$ cat config.mk
export PLATFORM = sky130hd
export DESIGN_NAME = ctrl_bubble_pipe_flat
export DESIGN_NICKNAME = d
export VERILOG_FILES = /design/src/rtl/ctrl_bubble_pipe_if.sv /design/src/rtl/ctrl_bubble_pipe.sv /design/src/flat_wrapper.sv
export SDC_FILE = /design/constraint.sdc
export NUM_CORES = 1
export LEC_CHECK = 0
export ABC_CLOCK_PERIOD_IN_PS = 1950
export BUFFER_PORTS_ARGS = -buffer_cell sky130_fd_sc_hd__buf_4
export CAP_MARGIN = 20
export CORE_MARGIN = 2
export CORE_UTILIZATION = 50
export CTS_BUF_LIST = sky130_fd_sc_hd__clkbuf_2
export CTS_CLUSTER_DIAMETER = 120
export DETAILED_ROUTE_END_ITERATION = 10
export PLACE_DENSITY = 0.85
export SETUP_SLACK_MARGIN = 0.5
export SYNTH_ARGS = -nofsm -noshare
export SYNTH_HDL_FRONTEND = slang
export SYNTH_SLANG_ARGS = --single-unit
$ cat constraint.sdc
create_clock -name clk -period 1.95 [get_ports clk]
set_clock_uncertainty 0.1 [all_clocks]
set_input_delay 0.195 -clock clk [delete_from_list [all_inputs] [get_ports clk]]
set_output_delay 0.195 -clock clk [all_outputs]
set_load 0.02 [all_outputs]
$ cat src/rtl/ctrl_bubble_pipe_if.sv
// Control-pipeline handshake bundle: decoded control word in, per-stage words/valids and
// upstream stall out. The master side is the hazard unit / decoder, the slave side the pipe.
interface ctrl_bubble_pipe_if #(
  parameter int unsigned CTRL_W = 13,
  parameter int unsigned DEPTH  = 3,
  parameter int unsigned LEN_W  = 3
);
  logic [CTRL_W-1:0]       ctrl_in;
  logic                    valid_in;
  logic                    hold_i;
  logic [DEPTH-1:0]        flush_i;
  logic                    bub_req_i;
  logic [LEN_W-1:0]        bub_len_i;
  logic [DEPTH*CTRL_W-1:0] ctrl_out;
  logic [DEPTH-1:0]        vld_out;
  logic                    stall_up_o;

  modport master (
    output ctrl_in, valid_in, hold_i, flush_i, bub_req_i, bub_len_i,
    input  ctrl_out, vld_out, stall_up_o
  );

  modport slave (
    input  ctrl_in, valid_in, hold_i, flush_i, bub_req_i, bub_len_i,
    output ctrl_out, vld_out, stall_up_o
  );
endinterface

$ cat src/rtl/ctrl_bubble_pipe.sv
// Control-word pipeline (ID/EX onward) with per-stage flush, global hold and multi-cycle bubble
// insertion. Define CTRL_PIPE_PERF_EN to build the saturating bubble-cycle counter.
module ctrl_bubble_pipe #(
  parameter int unsigned CTRL_W = 13,
  parameter int unsigned DEPTH  = 3,
  parameter int unsigned LEN_W  = 3,
  parameter int unsigned CNT_W  = 16
) (
  input  logic                 clk,
  input  logic                 rst_n,
  ctrl_bubble_pipe_if.slave    bus,
  input  logic                 perf_clr_i,
  output logic [CNT_W-1:0]     bub_cnt_o
);

  typedef enum logic {StIdle, StInsert} state_e;

  state_e             state_q, state_d;
  logic [LEN_W-1:0]   rem_q, rem_d;
  logic               len_nz;
  logic               idle_req;
  logic               insert_bub;

  logic [CTRL_W-1:0]  word_q [DEPTH];
  logic [DEPTH-1:0]   vld_q;

  assign len_nz   = |bus.bub_len_i;
  assign idle_req = (state_q == StIdle) && bus.bub_req_i && len_nz;

  // FSM state register
  always_ff @(posedge clk or negedge rst_n) begin
    if (!rst_n) begin
      state_q <= StIdle;
      rem_q   <= '0;
    end else begin
      state_q <= state_d;
      rem_q   <= rem_d;
    end
  end

  // FSM next state; a stage-0 flush cancels any sequence and wins over a same-cycle request
  always_comb begin
    state_d = state_q;
    rem_d   = rem_q;
    if (bus.flush_i[0]) begin
      state_d = StIdle;
      rem_d   = '0;
    end else begin
      unique case (state_q)
        StIdle: begin
          if (idle_req && !bus.hold_i && (bus.bub_len_i != LEN_W'(1))) begin
            state_d = StInsert;
            rem_d   = bus.bub_len_i - LEN_W'(1);
          end
        end
        StInsert: begin
          if (!bus.hold_i) begin
            rem_d = rem_q - LEN_W'(1);
            if (rem_q == LEN_W'(1)) begin
              state_d = StIdle;
            end
          end
        end
        default: begin
          state_d = StIdle;
          rem_d   = '0;
        end
      endcase
    end
  end

  // FSM outputs; stall ignores hold since the upstream ORs hold in on its own
  always_comb begin
    bus.stall_up_o = (state_q == StInsert) || (idle_req && !bus.flush_i[0]);
    insert_bub     = !bus.hold_i && ((state_q == StInsert) || idle_req);
  end

  // Stage 0: flush > hold > bubble > new word (invalid words are forced to zero)
  always_ff @(posedge clk or negedge rst_n) begin
    if (!rst_n) begin
      word_q[0] <= '0;
      vld_q[0]  <= 1'b0;
    end else if (bus.flush_i[0]) begin
      word_q[0] <= '0;
      vld_q[0]  <= 1'b0;
    end else if (!bus.hold_i) begin
      if (insert_bub) begin
        word_q[0] <= '0;
        vld_q[0]  <= 1'b0;
      end else begin
        word_q[0] <= bus.valid_in ? bus.ctrl_in : '0;
        vld_q[0]  <= bus.valid_in;
      end
    end
  end

  // Downstream stages take the pre-edge content of the stage above, even if that one is flushed
  for (genvar k = 1; k < DEPTH; k++) begin : g_stage
    always_ff @(posedge clk or negedge rst_n) begin
      if (!rst_n) begin
        word_q[k] <= '0;
        vld_q[k]  <= 1'b0;
      end else if (bus.flush_i[k]) begin
        word_q[k] <= '0;
        vld_q[k]  <= 1'b0;
      end else if (!bus.hold_i) begin
        word_q[k] <= word_q[k-1];
        vld_q[k]  <= vld_q[k-1];
      end
    end
  end

  for (genvar k = 0; k < DEPTH; k++) begin : g_out
    assign bus.ctrl_out[k*CTRL_W +: CTRL_W] = word_q[k];
  end
  assign bus.vld_out = vld_q;

`ifdef CTRL_PIPE_PERF_EN
  logic [CNT_W-1:0] cnt_q;

  always_ff @(posedge clk or negedge rst_n) begin
    if (!rst_n) begin
      cnt_q <= '0;
    end else if (perf_clr_i) begin
      cnt_q <= '0;
    end else if (insert_bub && !bus.flush_i[0] && !(&cnt_q)) begin
      cnt_q <= cnt_q + CNT_W'(1);
    end
  end

  assign bub_cnt_o = cnt_q;
`else
  logic unused_perf_clr;
  assign unused_perf_clr = perf_clr_i;
  assign bub_cnt_o       = '0;
`endif

endmodule

$ cat src/flat_wrapper.sv
// flat-port wrapper written by rule: the top's interface ports become plain ports
module ctrl_bubble_pipe_flat 
#(
  parameter int unsigned CTRL_W = 13,
  parameter int unsigned DEPTH  = 3,
  parameter int unsigned LEN_W  = 3,
  parameter int unsigned CNT_W  = 16
)
  (clk, rst_n, perf_clr_i, bub_cnt_o, bus_ctrl_in, bus_valid_in, bus_hold_i, bus_flush_i, bus_bub_req_i, bus_bub_len_i, bus_ctrl_out, bus_vld_out, bus_stall_up_o);
  ctrl_bubble_pipe_if #(.CTRL_W(CTRL_W), .DEPTH(DEPTH), .LEN_W(LEN_W)) bus_i ();
  input  logic clk;
  input  logic rst_n;
  input  logic perf_clr_i;
  output logic [CNT_W-1:0] bub_cnt_o;
  input wire logic [$bits(bus_i.ctrl_in)-1:0] bus_ctrl_in;
  input wire logic [$bits(bus_i.valid_in)-1:0] bus_valid_in;
  input wire logic [$bits(bus_i.hold_i)-1:0] bus_hold_i;
  input wire logic [$bits(bus_i.flush_i)-1:0] bus_flush_i;
  input wire logic [$bits(bus_i.bub_req_i)-1:0] bus_bub_req_i;
  input wire logic [$bits(bus_i.bub_len_i)-1:0] bus_bub_len_i;
  output wire logic [$bits(bus_i.ctrl_out)-1:0] bus_ctrl_out;
  output wire logic [$bits(bus_i.vld_out)-1:0] bus_vld_out;
  output wire logic [$bits(bus_i.stall_up_o)-1:0] bus_stall_up_o;
  assign bus_i.ctrl_in = bus_ctrl_in;
  assign bus_i.valid_in = bus_valid_in;
  assign bus_i.hold_i = bus_hold_i;
  assign bus_i.flush_i = bus_flush_i;
  assign bus_i.bub_req_i = bus_bub_req_i;
  assign bus_i.bub_len_i = bus_bub_len_i;
  assign bus_ctrl_out = bus_i.ctrl_out;
  assign bus_vld_out = bus_i.vld_out;
  assign bus_stall_up_o = bus_i.stall_up_o;
  ctrl_bubble_pipe #(.CTRL_W(CTRL_W), .DEPTH(DEPTH), .LEN_W(LEN_W), .CNT_W(CNT_W)) u_core (.clk(clk), .rst_n(rst_n), .bus(bus_i), .perf_clr_i(perf_clr_i), .bub_cnt_o(bub_cnt_o));
endmodule
; ---- After elaboration in Yosys (flattened, before gate mapping)
; Index checks and enable logic that the tools add are counted.
; Widths: inputs -> output; s select.
[totals]
out_inout_bits = 59
regBits = 46
in_bits = 25
elab_cells = 54
[classes]
mux = 24
bitwise_logic = 1
eq_ne = 7
reduce_logical = 12
addsub = 2
[ops]
columns = cell, n
row1 = $mux 13, 8
row2 = $mux 1, 11
row3 = $mux 3, 3
row4 = $logic_and 1x1->1, 6
row5 = $ne 2x1->1 const B, 3
row6 = $ne 3x3->1 const B, 2
row7 = $pmux 3 s2, 1
row8 = $sub 3x1->3 const B, 2
row9 = $eq 3x1->1 const B, 1
row10 = $ne 3x1->1 const B, 1
row11 = $reduce_or 3->1, 1
row12 = $logic_not 1->1, 2
row13 = $logic_or 1x1->1, 2
row14 = $pmux 1 s2, 1
row15 = $reduce_and 2->1, 1
row16 = $not 1->1, 1

; ---- Logic depth before layout (Yosys ltp)
[depth]
word_depth = 8
depth_mapped = 7
mapped_depth_nobuf = 6

; ---- Worst setup path after synthesis
; OpenSTA, ideal clock, no wires.
[synth_timing]
kind = input port to flip-flop
startpoint = input port bus_bub_len_i[1]
endpoint = register u_core.word_q, in the netlist u_core.bus.ctrl_out[10]
stages = 7
path_slack_ns = 0.485
setup_ns = 0.072
n_path_buf = 1
t_required_ns = 1.778
arrival_time_ns = 1.293
path_cell_list = inv_1 > ha_1 > nand2b_4 > a2111oi_4 > buf_6 > a22oi_1 > nor2_1
[synth_between]
elab_chain_len = 7
[synth_lines]
columns = element, line
row1 = from (decl), flat_wrapper.sv:20  ; input wire logic [$bits(bus_i.bub_len_i)-1:0] bus_bub_len_i;
row2 = $reduce_or 3->1, ctrl_bubble_pipe.sv:27  ; assign len_nz = |bus.bub_len_i;
row3 = $logic_and 1x1->1, ctrl_bubble_pipe.sv:28  ; assign idle_req = (state_q == StIdle) && bus.bub_req_i && len_nz;
row4 = $logic_or 1x1->1, ctrl_bubble_pipe.sv:75  ; insert_bub = !bus.hold_i && ((state_q == StInsert) || idle_req);
row5 = $logic_and 1x1->1, ctrl_bubble_pipe.sv:75
row6 = $mux 13, ctrl_bubble_pipe.sv:87  ; if (insert_bub) begin
row7 = $mux 13, ctrl_bubble_pipe.sv:86  ; end else if (!bus.hold_i) begin
row8 = $mux 13, ctrl_bubble_pipe.sv:83  ; end else if (bus.flush_i[0]) begin
row9 = to (decl), ctrl_bubble_pipe.sv:24  ; logic [CTRL_W-1:0] word_q [DEPTH];
; No other way between the ends. The select of a mux whose other input is x is not followed.
; A chain may end at the register's enable or synchronous reset.

; ---- Worst setup path in the final report
[layout_timing]
startpoint = register u_core.state_q
endpoint = output port bus_stall_up_o
[layout_between]
elab_chain_len = 5
[layout_lines]
columns = element, line
row1 = from (decl), ctrl_bubble_pipe.sv:18  ; state_e state_q, state_d;
row2 = from (signal assigned), ctrl_bubble_pipe.sv:33  ; state_q <= StIdle;
row3 = from (signal assigned), ctrl_bubble_pipe.sv:36  ; state_q <= state_d;
row4 = $not 1->1, ctrl_bubble_pipe.sv:28
row5 = $logic_and 1x1->1 (2 in a row), ctrl_bubble_pipe.sv:28
row6 = $logic_and 1x1->1, ctrl_bubble_pipe.sv:74  ; bus.stall_up_o = (state_q == StInsert) || (idle_req && !bus.flush_i[0]);
row7 = $logic_or 1x1->1 *, ctrl_bubble_pipe.sv:74
row8 = to (decl), flat_wrapper.sv:23  ; output wire logic [$bits(bus_i.stall_up_o)-1:0] bus_stall_up_o;
; Every way passes the cells marked *; elsewhere a longest branch is shown, timed or not.

==> results.toml <==
[cells_and_area]
final_core_util_pct = 70.61
final_area_mm2 = 0.002885
final_cell_mix = "67 x buf_4, 47 x nor2_1, 45 x dfrtp_1"
final_common_cell = "buf_4"
fin_nets = 306
final_layout_size_suffix_gt1_share_pct = 30.69
antenna_cells = 0
synthToLayoutAreaGrowth_pct = 33.53

[setup_path]
critPathMaxStageDelay_ns = 0.47
crit_type = "reg2out"
worst-path-stages = 2
cp.required_ns = 1.65
critPathSlowestCell = "dfrtp_2"
rr_startpoint = "u_core.rem_q[0]"
path_max_fanout = 2
crit_arrival_ns = 1.20
worstPathCellList = "a31o_4, buf_6"
end_kind = "primary output"
startpoint = "u_core.state_q"
cp.buffers_inverters = 1
path_delay_family = "flip-flops"
critPathLaunchType = "flip-flop"
r2r_cells = 5

[grt]
grt_max_degree = 47
grt_pass1_wl_mm = 8.148
antenna_found_initial = 0
grt_overflow = 0
gr-usage-all-layers_pct = 20.95
grt_pass1_vias = 1610

[power_and_ir_drop]
leakagePower_nw = 1.534
max-vdd-ir-drop_mv = 0.4057
power.density_mw_per_mm2 = 582.0

[status]
outcome = "complete, no violations"

[logic_synthesis]
yosysTopAreaCellShare_pct = 53.27
syn_avg_cell_area_um2 = 11.25
ys_warn_count = 0
synthTopCellsByArea = "dfrtp_1 53%, mux2i_1 15%, nor2_1 8.2%, buf_4 5.6%, a22oi_1 4.2%"
synth_area_mm2 = 0.002161
synthCells = 192
ys_seq_area_share_pct = 53.27
ys_types = 27
synth_seq_cells = 46
synth_top_area_cell = "dfrtp_1"

[die]
die_area_mm2 = 0.004864
die_width_um = 69.74
core.rowCount = 23
die_y_um = 69.74
boundaryPins = 84
coreArea_mm2 = 0.004086
start_util_pct = 52.88

[place]
place_area_mm2 = 0.002608
dp_hpwl_mm = 3.196
gp_congestion = 0.7312
io_buffers = 66

[clocking]
cts_root_buffer = "clkbuf_2"
cts_tree = "built"
clkTransAtPathRegs_ns = 0.21
cts.htree.levels = 2
cts_buffers = 5
clk_latency_ns = 0.41
cts_sinks = 46
max-clock-path-buffers = 2

[timing]
tightest_slew_ns = 0.6463
max_freq_mhz = 668.5
relSlewSlack_pct = 56.77
slew_viol_final = 0
fin_crit_sh_pct = 76.72
min_period_ns = 1.496
timing_hold_violations_final = 0
fin_tns_setup_ns = 0
rsz0062_at_grt = "true"
setup_viol = 0

[worst_hold_path]
min_path_type = "in2reg"
holdCritStartpoint = "bus_bub_len_i[0]"
whs_path_depth = 4

[route]
wl_per_cell_um = 14.76
drtAntennaViolNets = 0
vias = 1640
drt_pass1_iterations = 4
drtIter0Drc = 115
drc = 0
via_per_inst = 5.015
wirelength_mm = 4.825

[job]
drv_cap = 0
## routing by layer
| metal | part of all wire [%] | global-route usage (%) | vias to the layer above |
|---|---|---|---|
| li1 | - | - | 786 |
| met1 | 45 | 28.82 | 794 |
| met2 | 49 | 33.87 | 53 |
| met3 | 4.1 | 3.052 | 7 |
| met4 | 1.5 | 7.692 | 0 |
| met5 | 0 | 0 | - |
## cell families (layout without fill, tap and decap cells)
group | after synthesis | count (layout) | synth area share [%]
AOI/OAI and AO/OA | 23 | 23 | 9.149
DFF | 46 | 46 | 53.27
xor gates and xnor gates | 1 | 1 | 0.4054
other | 1 | 16 | 0.1735
buffers and inverters | 33 | 103 | 9.496
adders and majority gates | 5 | 5 | 2.895
muxes | 33 | 33 | 15.34
and+or+nand+nor | 50 | 50 | 9.265
## cell usage after synthesis, drive strengths merged
library cell and n:
conb 1, clkbuf 4, buf 23, or3 1, xnor2 1, mux2i 32, a21oi 1, o21a 1
a31o 1, inv 6, a22oi 13, a2bb2oi 1, dfrtp 46, o22ai 1, o31a 1, nor2 47
a31oi 1, nand2b 1, mux2 1, nand2 1, o21ba 1, a2111oi 1, ha 5, o21ai 1
## state kept, by name, summed over array words and instances (netlist names)
register,cells
u_core.bus.ctrl_out,39
u_core.bus.vld_out,3
u_core.rem_q,3
u_core.state_q,1
## power breakdown
part / internal [mW] / switching (mW) / total, mW
registers: 0.975 / 0.0171 / 0.992
logic: 0.136 / 0.164 / 0.300
clock network: 0.0831 / 0.304 / 0.387
total: 1.19 / 0.485 / 1.68
## timing repair
action                     CTS  global route
setup endpoints to repair    9            18
hold buffers                19             0
pin swaps                    0             1
hold endpoints to repair    91             0
gates resized for setup      4             3
setup buffers                2             0
## layout make-up
class	count	area (um2)
tap	50	62.56
multi-input combinational	128	879.6
clock buffer	5	25.02
inverter	6	22.52
fill	311	1201
clock inverter	3	16.27
sequential	46	1152
timing repair buffer	89	726.9
## worst paths after layout
kind,end,slack [ns]
setup reg to reg,u_core.rem_q[2],0.50
max in group asynchronous,u_core.state_q,1.14
min in group asynchronous,u_core.bus.ctrl_out[21],0.18
setup / recovery,bus_stall_up_o,0.45
hold reg to reg,u_core.rem_q[1],0.45
hold / removal,u_core.rem_q[0],0.02
## tightest hold or removal path: cells and delay by family
| kind | cells | cell delay (ns) |
|---|---|---|
| mux | 2 | 0.18 |
| buf+inv | 1 | 0.09 |
| simple gates | 1 | 0.05 |
## stage by stage
| stage | hold WS (ns) | std cells | setup slack (ns) | power (mW) |
|---|---|---|---|---|
| 2_1_floorplan | -0.2006 | 207 | 0.5375 | 1.187 |
| 3_3_place_gp | 0.1306 | 298 | 0.3922 | 1.258 |
| 3_5_place_dp | 0.1316 | 298 | 0.3375 | 1.264 |
| 4_1_cts | 0.01142 | 327 | 0.4587 | 1.692 |
| 5_1_grt | 0.01284 | 327 | 0.3938 | 1.758 |
| 6_report | 0.01537 | 327 | 0.4540 | 1.679 |
No activity file was read; power rests on OpenSTA's default activity.
